`config.mk`:
```
export PLATFORM = sky130hd
export DESIGN_NAME = ctu_clsp_cmpgen
export DESIGN_NICKNAME = d
export VERILOG_FILES = /design/src/rtl/ctu_clsp_cmpgen.sv
export SDC_FILE = /design/constraint.sdc
export NUM_CORES = 1
export LEC_CHECK = 0
export CAP_MARGIN = 10
export CORE_ASPECT_RATIO = 1.1
export CORE_UTILIZATION = 40
export DETAILED_ROUTE_END_ITERATION = 12
export HOLD_SLACK_MARGIN = 0.03
export SLEW_MARGIN = 10
export SYNTH_ARGS = -nofsm -noshare
export SYNTH_HDL_FRONTEND = slang
export SYNTH_SLANG_ARGS = --single-unit
export TNS_END_PERCENT = 5
```
`constraint.sdc`:
```
create_clock -name cmp_gclk -period 3.58 [get_ports cmp_gclk]
set_input_delay 0.537 -clock cmp_gclk [delete_from_list [all_inputs] [get_ports cmp_gclk]]
set_output_delay 0.537 -clock cmp_gclk [all_outputs]
set_load 0.01 [all_outputs]
```
`src/rtl/ctu_clsp_cmpgen.sv`:
```
// CMP-domain clock sequencer: starts the clock, walks the per-unit clock
// enables one gap at a time, releases global reset, then generates jbus/dram sync pulses.
module ctu_clsp_cmpgen #(
    parameter int CKEN_GAP = 4,
    parameter int RST_DLY  = 16,
    parameter int DBG_LEN  = 8
) (
    input  logic        cmp_gclk,
    input  logic        io_pwron_rst_l,
    input  logic        clk_seq_go,
    input  logic [21:0] cken_en_mask,
    input  logic [3:0]  jbus_ratio,
    input  logic [3:0]  dram_ratio,
    input  logic        dbginit_req,
    output logic        start_clk_cl,
    output logic        cmp_grst_cl_l,
    output logic        cmp_dbginit_cl_l,
    output logic        ctu_jbus_tx_sync_cl,
    output logic        ctu_jbus_rx_sync_cl,
    output logic        ctu_dram_tx_sync_cl,
    output logic        ctu_dram_rx_sync_cl,
    output logic [21:0] cken_cg,
    output logic        seq_done
);

    localparam logic [2:0] IDLE  = 3'd0;
    localparam logic [2:0] START = 3'd1;
    localparam logic [2:0] CKEN  = 3'd2;
    localparam logic [2:0] RSTW  = 3'd3;
    localparam logic [2:0] RUN   = 3'd4;

    localparam logic [15:0] GAP_M1 = 16'(CKEN_GAP - 1);
    localparam logic [15:0] RST_M1 = 16'(RST_DLY - 1);
    localparam logic [15:0] DBG_M1 = 16'(DBG_LEN - 1);
    localparam logic [4:0]  IDX_LAST = 5'd21;

    logic [2:0]  state, state_nx;
    logic [15:0] cnt, cnt_nx;
    logic [4:0]  idx, idx_nx, idx_p1;
    logic [15:0] dbg_cnt, dbg_cnt_nx;
    logic [3:0]  jcnt, jcnt_nx, jr, jr_nx;
    logic [3:0]  dcnt, dcnt_nx, dr, dr_nx;
    logic        start_nx, grst_nx, dbg_nx, done_nx;
    logic        jtx_nx, jrx_nx, dtx_nx, drx_nx;
    logic [21:0] cken_nx;

    // Ratios below 2 cannot produce distinct tx/rx cycles, so they run as 2.
    function automatic logic [3:0] eff_ratio(input logic [3:0] r);
        return (r < 4'd2) ? 4'd2 : r;
    endfunction

    assign idx_p1 = idx + 5'd1;

    always_comb begin
        state_nx   = state;
        cnt_nx     = cnt;
        idx_nx     = idx;
        dbg_cnt_nx = dbg_cnt;
        start_nx   = start_clk_cl;
        grst_nx    = cmp_grst_cl_l;
        dbg_nx     = cmp_dbginit_cl_l;
        cken_nx    = cken_cg;
        done_nx    = seq_done;
        jcnt_nx    = jcnt;
        jr_nx      = jr;
        dcnt_nx    = dcnt;
        dr_nx      = dr;

        if (state != IDLE && !clk_seq_go) begin
            state_nx   = IDLE;
            cnt_nx     = '0;
            idx_nx     = '0;
            dbg_cnt_nx = '0;
            start_nx   = 1'b0;
            grst_nx    = 1'b0;
            dbg_nx     = 1'b0;
            cken_nx    = '0;
            done_nx    = 1'b0;
        end else begin
            case (state)
                IDLE: begin
                    if (clk_seq_go) begin
                        state_nx = START;
                        cnt_nx   = '0;
                        start_nx = 1'b1;
                    end
                end
                START: begin
                    if (cnt == GAP_M1) begin
                        state_nx   = CKEN;
                        cnt_nx     = '0;
                        idx_nx     = '0;
                        cken_nx[0] = cken_en_mask[0];
                    end else begin
                        cnt_nx = cnt + 16'd1;
                    end
                end
                CKEN: begin
                    // idx names the bit most recently enabled; the last one hands off to RSTW.
                    if (cnt == GAP_M1) begin
                        cnt_nx          = '0;
                        idx_nx          = idx_p1;
                        cken_nx[idx_p1] = cken_en_mask[idx_p1];
                        if (idx_p1 == IDX_LAST) begin
                            state_nx = RSTW;
                        end
                    end else begin
                        cnt_nx = cnt + 16'd1;
                    end
                end
                RSTW: begin
                    if (cnt == RST_M1) begin
                        state_nx = RUN;
                        cnt_nx   = '0;
                        grst_nx  = 1'b1;
                        dbg_nx   = 1'b1;
                        done_nx  = 1'b1;
                    end else begin
                        cnt_nx = cnt + 16'd1;
                    end
                end
                RUN: begin
                    cken_nx = cken_en_mask;
                    if (!cmp_dbginit_cl_l) begin
                        if (dbg_cnt == '0) begin
                            dbg_nx = 1'b1;
                        end else begin
                            dbg_cnt_nx = dbg_cnt - 16'd1;
                        end
                    end else if (dbginit_req) begin
                        dbg_nx     = 1'b0;
                        dbg_cnt_nx = DBG_M1;
                    end
                end
                default: begin
                    state_nx = IDLE;
                end
            endcase
        end

        // Sync counters run off the registered clock-start; the period ratio
        // is re-latched only at clock start and at each wrap.
        if (!start_nx) begin
            jcnt_nx = '0;
            dcnt_nx = '0;
        end else if (!start_clk_cl) begin
            jcnt_nx = '0;
            jr_nx   = eff_ratio(jbus_ratio);
            dcnt_nx = '0;
            dr_nx   = eff_ratio(dram_ratio);
        end else begin
            if (jcnt == jr - 4'd1) begin
                jcnt_nx = '0;
                jr_nx   = eff_ratio(jbus_ratio);
            end else begin
                jcnt_nx = jcnt + 4'd1;
            end
            if (dcnt == dr - 4'd1) begin
                dcnt_nx = '0;
                dr_nx   = eff_ratio(dram_ratio);
            end else begin
                dcnt_nx = dcnt + 4'd1;
            end
        end

        jtx_nx = start_nx && (jcnt_nx == jr_nx - 4'd1);
        dtx_nx = start_nx && (dcnt_nx == dr_nx - 4'd1);
        jrx_nx = start_nx && start_clk_cl && (jcnt_nx == 4'd0);
        drx_nx = start_nx && start_clk_cl && (dcnt_nx == 4'd0);
    end

    always_ff @(posedge cmp_gclk or negedge io_pwron_rst_l) begin
        if (!io_pwron_rst_l) begin
            state               <= IDLE;
            cnt                 <= '0;
            idx                 <= '0;
            dbg_cnt             <= '0;
            jcnt                <= '0;
            jr                  <= 4'd2;
            dcnt                <= '0;
            dr                  <= 4'd2;
            start_clk_cl        <= 1'b0;
            cmp_grst_cl_l       <= 1'b0;
            cmp_dbginit_cl_l    <= 1'b0;
            cken_cg             <= '0;
            seq_done            <= 1'b0;
            ctu_jbus_tx_sync_cl <= 1'b0;
            ctu_jbus_rx_sync_cl <= 1'b0;
            ctu_dram_tx_sync_cl <= 1'b0;
            ctu_dram_rx_sync_cl <= 1'b0;
        end else begin
            state               <= state_nx;
            cnt                 <= cnt_nx;
            idx                 <= idx_nx;
            dbg_cnt             <= dbg_cnt_nx;
            jcnt                <= jcnt_nx;
            jr                  <= jr_nx;
            dcnt                <= dcnt_nx;
            dr                  <= dr_nx;
            start_clk_cl        <= start_nx;
            cmp_grst_cl_l       <= grst_nx;
            cmp_dbginit_cl_l    <= dbg_nx;
            cken_cg             <= cken_nx;
            seq_done            <= done_nx;
            ctu_jbus_tx_sync_cl <= jtx_nx;
            ctu_jbus_rx_sync_cl <= jrx_nx;
            ctu_dram_tx_sync_cl <= dtx_nx;
            ctu_dram_rx_sync_cl <= drx_nx;
        end
    end

endmodule

```
## Word-level counts from Yosys, hierarchy flattened

Index checks and enable logic that the tools add are counted.

- Flip-flop bits (word level): 85
- Input port bits: 34
- Output and inout port bits: 30
- Logic and storage cells: 135

- $add $sub $neg: 9
- $lt $le $gt $ge: 4
- Equal/unequal tests: 19
- Multiplexer cells: 56
- Reductions and logical operators: 30

Operator list:

| cell | count |
|---|---|
| $mux W16 | 9 |
| $mux W4 | 14 |
| $pmux W16 S3 | 1 |
| $mux W22 | 2 |
| $pmux W21 S2 | 1 |
| $bwmux W22 | 1 |
| $mux W3 | 6 |
| $ne A3 B3 Y1 const B | 6 |
| $add A16 B1 Y16 const B | 1 |
| $eq A16 B2 Y1 const B | 1 |
| $eq A16 B4 Y1 const B | 1 |
| $eq A4 B4 Y1 | 4 |
| $logic_not A16 Y1 | 1 |
| $sub A16 B1 Y16 const B | 1 |
| $sub A4 B1 Y4 const B | 4 |
| $mux W5 | 3 |
| $pmux W3 S5 | 1 |
| $mux W1 | 13 |
| $reduce_bool A3 Y1 | 4 |
| $pmux W5 S2 | 1 |
| $reduce_and A3 Y1 | 3 |
| $add A4 B1 Y4 const B | 2 |
| $logic_not A4 Y1 | 2 |
| $lt A4 B2 Y1 const B | 2 |
| 21 further kinds | 34 |

## Depth between registers and ports, before layout

Gate-level depths: netlist of run 1.

- Depth in word-level cells: 9
- Depth in mapped cells: 14
- Depth with buffers taken out: 14

## Least setup slack after synthesis of run 1

Ideal clock, no wire load.

- Path type: reg2reg
- From: reg jr[1]
- To: reg ctu_jbus_tx_sync_cl
- Setup time: 0.082 ns
- Arrival time: 2.793 ns
- Data required time: 3.498 ns
- Slack: 0.705 ns
- Stages on the path, launching flop included: 13
- Path buffers: 0
- Clock period less this slack: 2.875 ns
- Cell sequence: dfstp_2 inv_1 ha_1 xor2_1 and3_1 nand3_1 nand2_1 mux2i_1 inv_1 ha_1 xnor2_1 or4b_1 a31oi_1

- Cells in the longest elaborated chain, start to end: 8
- Elaborated cells between the ends (all ways): 11
- Those cells by class: 2 x add/sub; 2 x eq/ne; 6 x mux; 1 x reduce/logical

Ends and longest elaborated chain:

| what | line | text |
|---|---|---|
| from (decl) | 41 | `logic [3:0] jcnt, jcnt_nx, jr, jr_nx;` |
| from (signal assigned) | 197 | `jr <= jr_nx;` |
| $sub A4 B1 Y4 | 152 | `if (jcnt == jr - 4'd1) begin` |
| $eq A4 B4 Y1 | 152 |  |
| $mux W4 | 152 |  |
| $mux W4 | 146 | `end else if (!start_clk_cl) begin` |
| $mux W4 | 143 | `if (!start_nx) begin` |
| net jr_nx[0] | 41 |  |
| $sub A4 B1 Y4 | 166 | `jtx_nx = start_nx && (jcnt_nx == jr_nx - 4'd1);` |
| $eq A4 B4 Y1 | 166 |  |
| $logic_and A1 B1 Y1 | 166 |  |
| net jtx_nx | 44 | `logic jtx_nx, jrx_nx, dtx_nx, drx_nx;` |
| to (signal assigned) | 205 | `ctu_jbus_tx_sync_cl <= jtx_nx;` |
| to (decl) | 18 | `output logic ctu_jbus_tx_sync_cl,` |

The timed path passes the listed nets, and every way through them passes these cells.
A chain may end at the register's enable or synchronous reset.

## Final worst setup path of run 1

Same ends and word-level chain as after synthesis.

==> flow_summary.ini, run 1 <==
[status]
status = completed

[sta]
period_needed_ps = 3199
setup_tns_ps = 0
fmax_ghz = 0.3126
max-slew-margin-rel_pct = 46.23
fin_skew_ps = 9.310
fin_ws_ps = 380.6
setup_viol = 0
fin_crit_sh_pct = 89.37
maxSlewViolCount = 0
rsz0062_at_grt = false
max_slew.worst_pin.slew_ps = 806.6
hold_viol_final = 0

[detailed_routing]
drt-vias-per-instance = 5.784
ant_nets = 0
routed_wirelength_um = 13560
drc = 0
wl_per_cell_um = 16.82
drtPass1Iterations = 5
detail_route.iter0.violations = 283
vias = 4662

[power_and_ir_drop]
irDropWorstVdd_v = 0.0003468
power.density_nw_per_um2 = 690.3
leakagePower_nw = 2.698

[synthesis]
syn_avg_cell_area_um2 = 9.229
synth_largest_area_cell = dfrtp_1
synth-edff-count = 0
synth_seq_cells = 85
syn_area_um2 = 5371
ys_seq_area_share_pct = 39.65
synth.most_common_cell = dfrtp_1
synth_fp_nets = 629
async_flop_share_pct = 100.0
synth_area_leaders = dfrtp_1, o21ai_0, nand2_1
yosys_warnings = 0
synthTopCellsByCount = dfrtp_1, o21ai_0, nand2_1
synth_cells = 582
synth_top_flop_cell = dfrtp_1
synth_top_area_share_pct = 38.67
synth_cell_types = 74

[die]
core-area_um2 = 13160
dieArea_um2 = 13900
die_x_um = 112.5
die_h_um = 123.5
initial_core_util_pct = 40.82
std_cell_rows = 44
io_pins = 64

[global_route]
antenna_found_initial = 0
grt_overflow = 0
grt_usage_pct = 20.60
first_global_vias = 4556
grt_pass1_wl_um = 22580
grt_max_degree = 52

[clock_tree]
cts_max_level = 3
clock_sinks = 85
cts_buffers = 9
cts_resized = 0
path_clk_slew_ps = 60
cts_tree = done
clock_latency_ps = 350
hold_buffers = 0
cts_buffer_depth = 2
clockRootBuffer = clkbuf_16
post-cts-setup-buffer-count = 0

[placement]
place_ws_ps = 314.3
routabilityCongestion = 0.8377
dpl.hpwl_um = 9948
dp.cells = 791
io_buffers = 63

[finish]
drive_gt1_share_pct = 8.992
fin_nets = 688
fillers = 1239
areaGrowthSynthToFinish_pct = 20.15
fin_cells = 806
antenna_cells = 0

[job]
drv_cap = 0

[worst_setup_path]
crit_required_ps = 3840
path_max_fanout = 5
worst_setup_path_start_kind = flip-flop
end_kind = flip-flop
crit_type = reg2reg
worstPathArrival_ps = 3460

[hold_path]
hp-class = in2async
## critical path: stages (launching register included)
cell and delay, ps:
dfstp_2 530, inv_1 60, ha_1 290, xor2_1 180, and3_1 210, nand3_1 160, nand2_1 160, mux2i_1 330
inv_1 80, ha_1 210, xnor2_1 250, or4b_1 460, a31oi_1 190
## through the flow
stage               area [um^2]  hold WS, ps  power, mW  utilization [%]
floorplan                  5371        241.4      2.881                -
global placement           6183        486.7      3.565            47.00
detailed placement         6183        497.6      3.612            47.00
CTS                        6442        264.1      4.479            48.96
global route               6454        297.9      4.791            49.05
finish                     6454        236.6      4.455            49.05
## cells by family after synthesis
kind of cell / synth area share (%)
simple gates: 19.75
buf+inv: 4.286
compound gates: 21.34
mux: 4.635
fa+ha+maj: 3.284
flops: 39.65
xor+xnor: 7.058
## worst paths after layout
path / start / end / slack (ps) / cells after the start
max: jr[1]$_DFF_PN1_ / ctu_jbus_tx_sync_cl$_DFF_PN0_ / 380 / 12
min: io_pwron_rst_l / idx[0]$_DFFE_PN0P_ / 240 / 1
max reg2reg: jr[1]$_DFF_PN1_ / ctu_jbus_tx_sync_cl$_DFF_PN0_ / 380 / 12
min reg2reg: cnt[15]$_DFFE_PN0P_ / cnt[15]$_DFFE_PN0P_ / 510 / 1
max in group asynchronous: io_pwron_rst_l / dr[1]$_DFF_PN1_ / 2550 / 2
min in group cmp_gclk: cnt[15]$_DFFE_PN0P_ / cnt[15]$_DFFE_PN0P_ / 510 / 1
## power breakdown
group | switching (mW) | internal [mW] | leakage [nW] | total [mW]
clock | 0.388 | 0.463 | 0.124 | 0.850
combinational | 1.14 | 0.976 | 1.44 | 2.12
sequential | 0.236 | 1.25 | 1.13 | 1.49
## registers in the layout (all words and copies together) (netlist names), 3 cells and up
| name | count |
|---|---|
| jr | 4 |
| idx | 5 |
| cnt | 16 |
| dr | 4 |
| state | 3 |
| cken_cg | 22 |
| dcnt | 4 |
| dbg_cnt | 16 |
| jcnt | 4 |
## per-layer routing
metal,wire [um],track usage (%),vias to the layer above,share of wire [%]
met5,0,0,-,0
met4,285,9.417,0,2.1
met3,682,2.549,19,5.0
met2,6227,33.15,151,46
met1,6364,27.92,2237,47
li1,-,-,2255,-
## area by class of cell
| class | instances | area, um^2 | share of cell area [%] |
|---|---|---|---|
| clock inverter | 5 | 30.03 | 0.4653 |
| tap | 161 | 201.4 | 3.121 |
| multi-input combinational | 442 | 3029 | 46.94 |
| inverter | 25 | 93.84 | 1.454 |
| clock buffer | 10 | 229.0 | 3.548 |
| sequential | 85 | 2130 | 33.00 |
| timing repair buffer | 78 | 740.7 | 11.48 |
## placed cells by master (no fill, tap or decap), types with 15 or more instances in the layout
cell,instances
nand2_1,52
nand3_1,18
o21ai_0,53
inv_1,25
xor2_1,20
a21oi_1,34
buf_4,16
xnor2_1,15
clkdlybuf4s50_1,62
nor2_1,47
dfrtp_1,83
(Power assumes the default switching activity.)
==> inputs of run 2 (changes only) <==
--- a/config.mk
+++ b/config.mk
@@ -5,9 +5,11 @@
 export SDC_FILE = /design/constraint.sdc
 export NUM_CORES = 1
 export LEC_CHECK = 0
+export ABC_AREA = 1
 export CAP_MARGIN = 10
 export CORE_ASPECT_RATIO = 1.1
 export CORE_UTILIZATION = 40
+export CTS_CLUSTER_SIZE = 40
 export DETAILED_ROUTE_END_ITERATION = 12
 export HOLD_SLACK_MARGIN = 0.03
 export SLEW_MARGIN = 10
==> run 2 against run 1 <==
Against the previous run:
- utilization about the same
- first-iteration DRC count down 13%
- non-clock buffer count down 9
- count of clock-buffer cells in the layout up 4
- die area up 7.0%
- register-to-register slack better by 350 ps
- clock skew up 1.7 ps
- combinational power up 30%
- flip-flop and latch count unchanged
- hold slack worse by 70 ps
- critical path type unchanged
- critical endpoint unchanged
- highest routed layer unchanged
==> flow_summary.ini, run 2 <==
[sta]
max-slew-margin-rel_pct = 32.55
maxSlewViolCount = 0
fin_ws_ps = 726.6
period_needed_ps = 2853
setup_tns_ps = 0
fin_skew_ps = 11.05
fin_crit_sh_pct = 79.70
hold_viol_final = 0
max_slew.worst_pin.slew_ps = 1003
rsz0062_at_grt = false
fmax_ghz = 0.3505
hold_ws_ps = 166.7
setup_viol = 0

[worst_setup_path]
worst_setup_path_start_kind = flip-flop
r2r_cells = 20
worstPathBufferInverterCount = 3
critPathMostFrequentCell = nand2_1
crit_path_end = ctu_jbus_tx_sync_cl$_DFF_PN0_
end_kind = flip-flop
crit_start = jr[1]$_DFF_PN1_
path_max_fanout = 7
reg2reg_to = ctu_jbus_tx_sync_cl$_DFF_PN0_
cp.depth = 20
timing.critical_path.max_delay_family = simple AND/OR/NAND/NOR gates
crit_required_ps = 3870
slowest_stage = dfstp_2
slowest_delay_ps = 510
crit_chain = inv_1 > ha_1 > nand2_1 > inv_1 > nor2_1 > nand2_1 > nor2_1 > nand2_1 > nand2_1 > nand2_1 > nand2_1 > nand2_1 > ha_1 > nand2_1 > nand2_1 > nand2_1 > nand3b_1 > nor2_1 > nand2_1 > inv_1
rr_startpoint = jr[1]$_DFF_PN1_
reg2reg_slack_ps = 730
worstPathArrival_ps = 3140
crit_type = reg2reg

[power_and_ir_drop]
pwr-share-comb_pct = 53.0
irDropWorstVdd_v = 0.0002925
leakagePower_nw = 3.385
switching_share_pct = 45.45
p_seq_share_pct = 28.4
p_sw_mw = 2.362
p_int_mw = 2.835
power.density_nw_per_um2 = 762.5
power_mw = 5.197
clkPwrFrac_pct = 18.6

[detailed_routing]
vias = 5355
detail_route.iter0.violations = 246
drc = 0
wl_per_cell_um = 12.96
drtPass1Iterations = 4
routed_wirelength_um = 14190
ant_nets = 0
drt-vias-per-instance = 4.890

[synthesis]
synth.most_common_cell = nand2_1
syn_area_um2 = 5753
synth_largest_area_cell = dfrtp_1
synth_cells = 848
synth_top_area_share_pct = 36.10
synth_seq_cells = 85
async_flop_share_pct = 100.0
ys_seq_area_share_pct = 37.02
syn_avg_cell_area_um2 = 6.784
synth_top_flop_cell = dfrtp_1
synthTopCellsByCount = nand2_1, nor2_1, inv_1
synth_cell_types = 40
synth-edff-count = 0
yosys_warnings = 0
synth_area_leaders = dfrtp_1, nand2_1, nor2_1
synth_fp_nets = 895

[finish]
antenna_cells = 0
fin_util_pct = 49.01
final_cell_mix = nand2_1, nor2_1, inv_1, dfrtp_1, nand3_1
top_register = cken_cg
drive_gt1_share_pct = 3.749
fin_nets = 949
largest_register_ff_count = 22
areaGrowthSynthToFinish_pct = 18.49
reg_top3 = cken_cg x22, cnt x16, dbg_cnt x16
final_common_cell = nand2_1

[job]
drv_cap = 0

[clock_tree]
cts_max_level = 3
cts_resized = 0
cts_buffer_depth = 2
cts_buffers = 9
clockRootBuffer = clkbuf_16
hold_buffers = 0
post-cts-setup-buffer-count = 0
clock_latency_ps = 360
path_clk_slew_ps = 60
clock_sinks = 85
cts_tree = done

[status]
status = completed

[placement]
io_buffers = 63
place_ws_ps = 504.5
dpl.hpwl_um = 10180
routabilityCongestion = 0.8720

[die]
core-area_um2 = 13910
dieArea_um2 = 14870
die_h_um = 127.8
std_cell_rows = 45
io_pins = 64
die_x_um = 116.3
initial_core_util_pct = 41.37

[hold_path]
hp-class = in2async

[global_route]
antenna_found_initial = 0
first_global_vias = 5092
grt_pass1_wl_um = 24430
grt_overflow = 0
grt_usage_pct = 20.91
grt_max_degree = 44
## run 2: changes by cell type after synthesis, sizes merged, moves of 10 or more
cell and delta:
and2 -12, nand2 +197, nor2 +69, o22ai +14
inv +79, o41ai -11, nand2b -10, a21oi -19
a22oi -10, xnor2 -14, nand3 +54, o31ai -11
## run 2: logic make-up (layout without fill, tap and decap cells)
group / Yosys count / count (layout) / synth area share (%)
fa+ha+maj: 13 / 13 / 2.827
simple gates: 477 / 477 / 34.73
flops: 85 / 85 / 37.02
mux: 1 / 1 / 0.1957
xor+xnor: 31 / 31 / 4.850
compound gates: 109 / 109 / 10.96
buf+inv: 132 / 191 / 9.417
## run 2: area by class of cell
class / instances / area (um^2)
Sequential cell: 85 / 2130
Multi-Input combinational cell: 631 / 3082
Inverter: 106 / 397.9
Tap cell: 188 / 235.2
Clock inverter: 2 / 35.03
Clock buffer: 14 / 264.0
Timing Repair Buffer: 69 / 673.1
Fill cell: 1444 / 7091
## run 2: worst register-to-register path, cell delays in order (launching register included)
cell	delay (ps)
dfstp_2	510
inv_1	70
ha_1	300
nand2_1	70
inv_1	40
nor2_1	70
nand2_1	60
nor2_1	100
nand2_1	150
nand2_1	210
nand2_1	180
nand2_1	110
nand2_1	100
ha_1	310
nand2_1	50
nand2_1	90
nand2_1	50
nand3b_1	140
nor2_1	80
nand2_1	50
inv_1	50
## run 2: layer usage
metal  wire length [um]  track usage (%)  up-vias  part of all wire (%)
li1                   -                -     2825                     -
met2               6268            31.95      106                    44
met3                504            3.830       19                   3.6
met4                272            7.315        0                   1.9
met5                  0                0        -                     0
met1               7141            29.42     2405                    50
## run 2: power by group through the flow
stage | clock [mW] | sequential (mW) | combinational, mW
3_3_place_gp | 0 | 1.49 | 2.75
6_report | 0.969 | 1.48 | 2.75
4_1_cts | 0.992 | 1.48 | 2.78
5_1_grt | 1.03 | 1.51 | 3.18
2_1_floorplan | 0 | 1.48 | 2.04
3_5_place_dp | 0 | 1.49 | 2.75
## run 2: worst min-delay path by stage
stage | start | slack, ps | end | cells after the start
6_report | io_pwron_rst_l | 170 | dbg_cnt[12]$_DFFE_PN0P_ | 1
2_1_floorplan | io_pwron_rst_l | 240 | cken_cg[0]$_DFFE_PN0P_ | 0
3_5_place_dp | cken_cg[3]$_DFFE_PN0P_ | 470 | cken_cg[3]$_DFFE_PN0P_ | 2
3_3_place_gp | cken_cg[7]$_DFFE_PN0P_ | 460 | cken_cg[7]$_DFFE_PN0P_ | 2
5_1_grt | io_pwron_rst_l | 210 | dbg_cnt[12]$_DFFE_PN0P_ | 1
4_1_cts | io_pwron_rst_l | 190 | dbg_cnt[12]$_DFFE_PN0P_ | 1
## run 2: stage by stage
stage | instances | instance area, um^2
after CTS | 1095 | 6817
final | 1095 | 6817
after global placement | 1079 | 6518
after detailed placement | 1079 | 6518
after global routing | 1095 | 6817
after floorplan | 848 | 5753
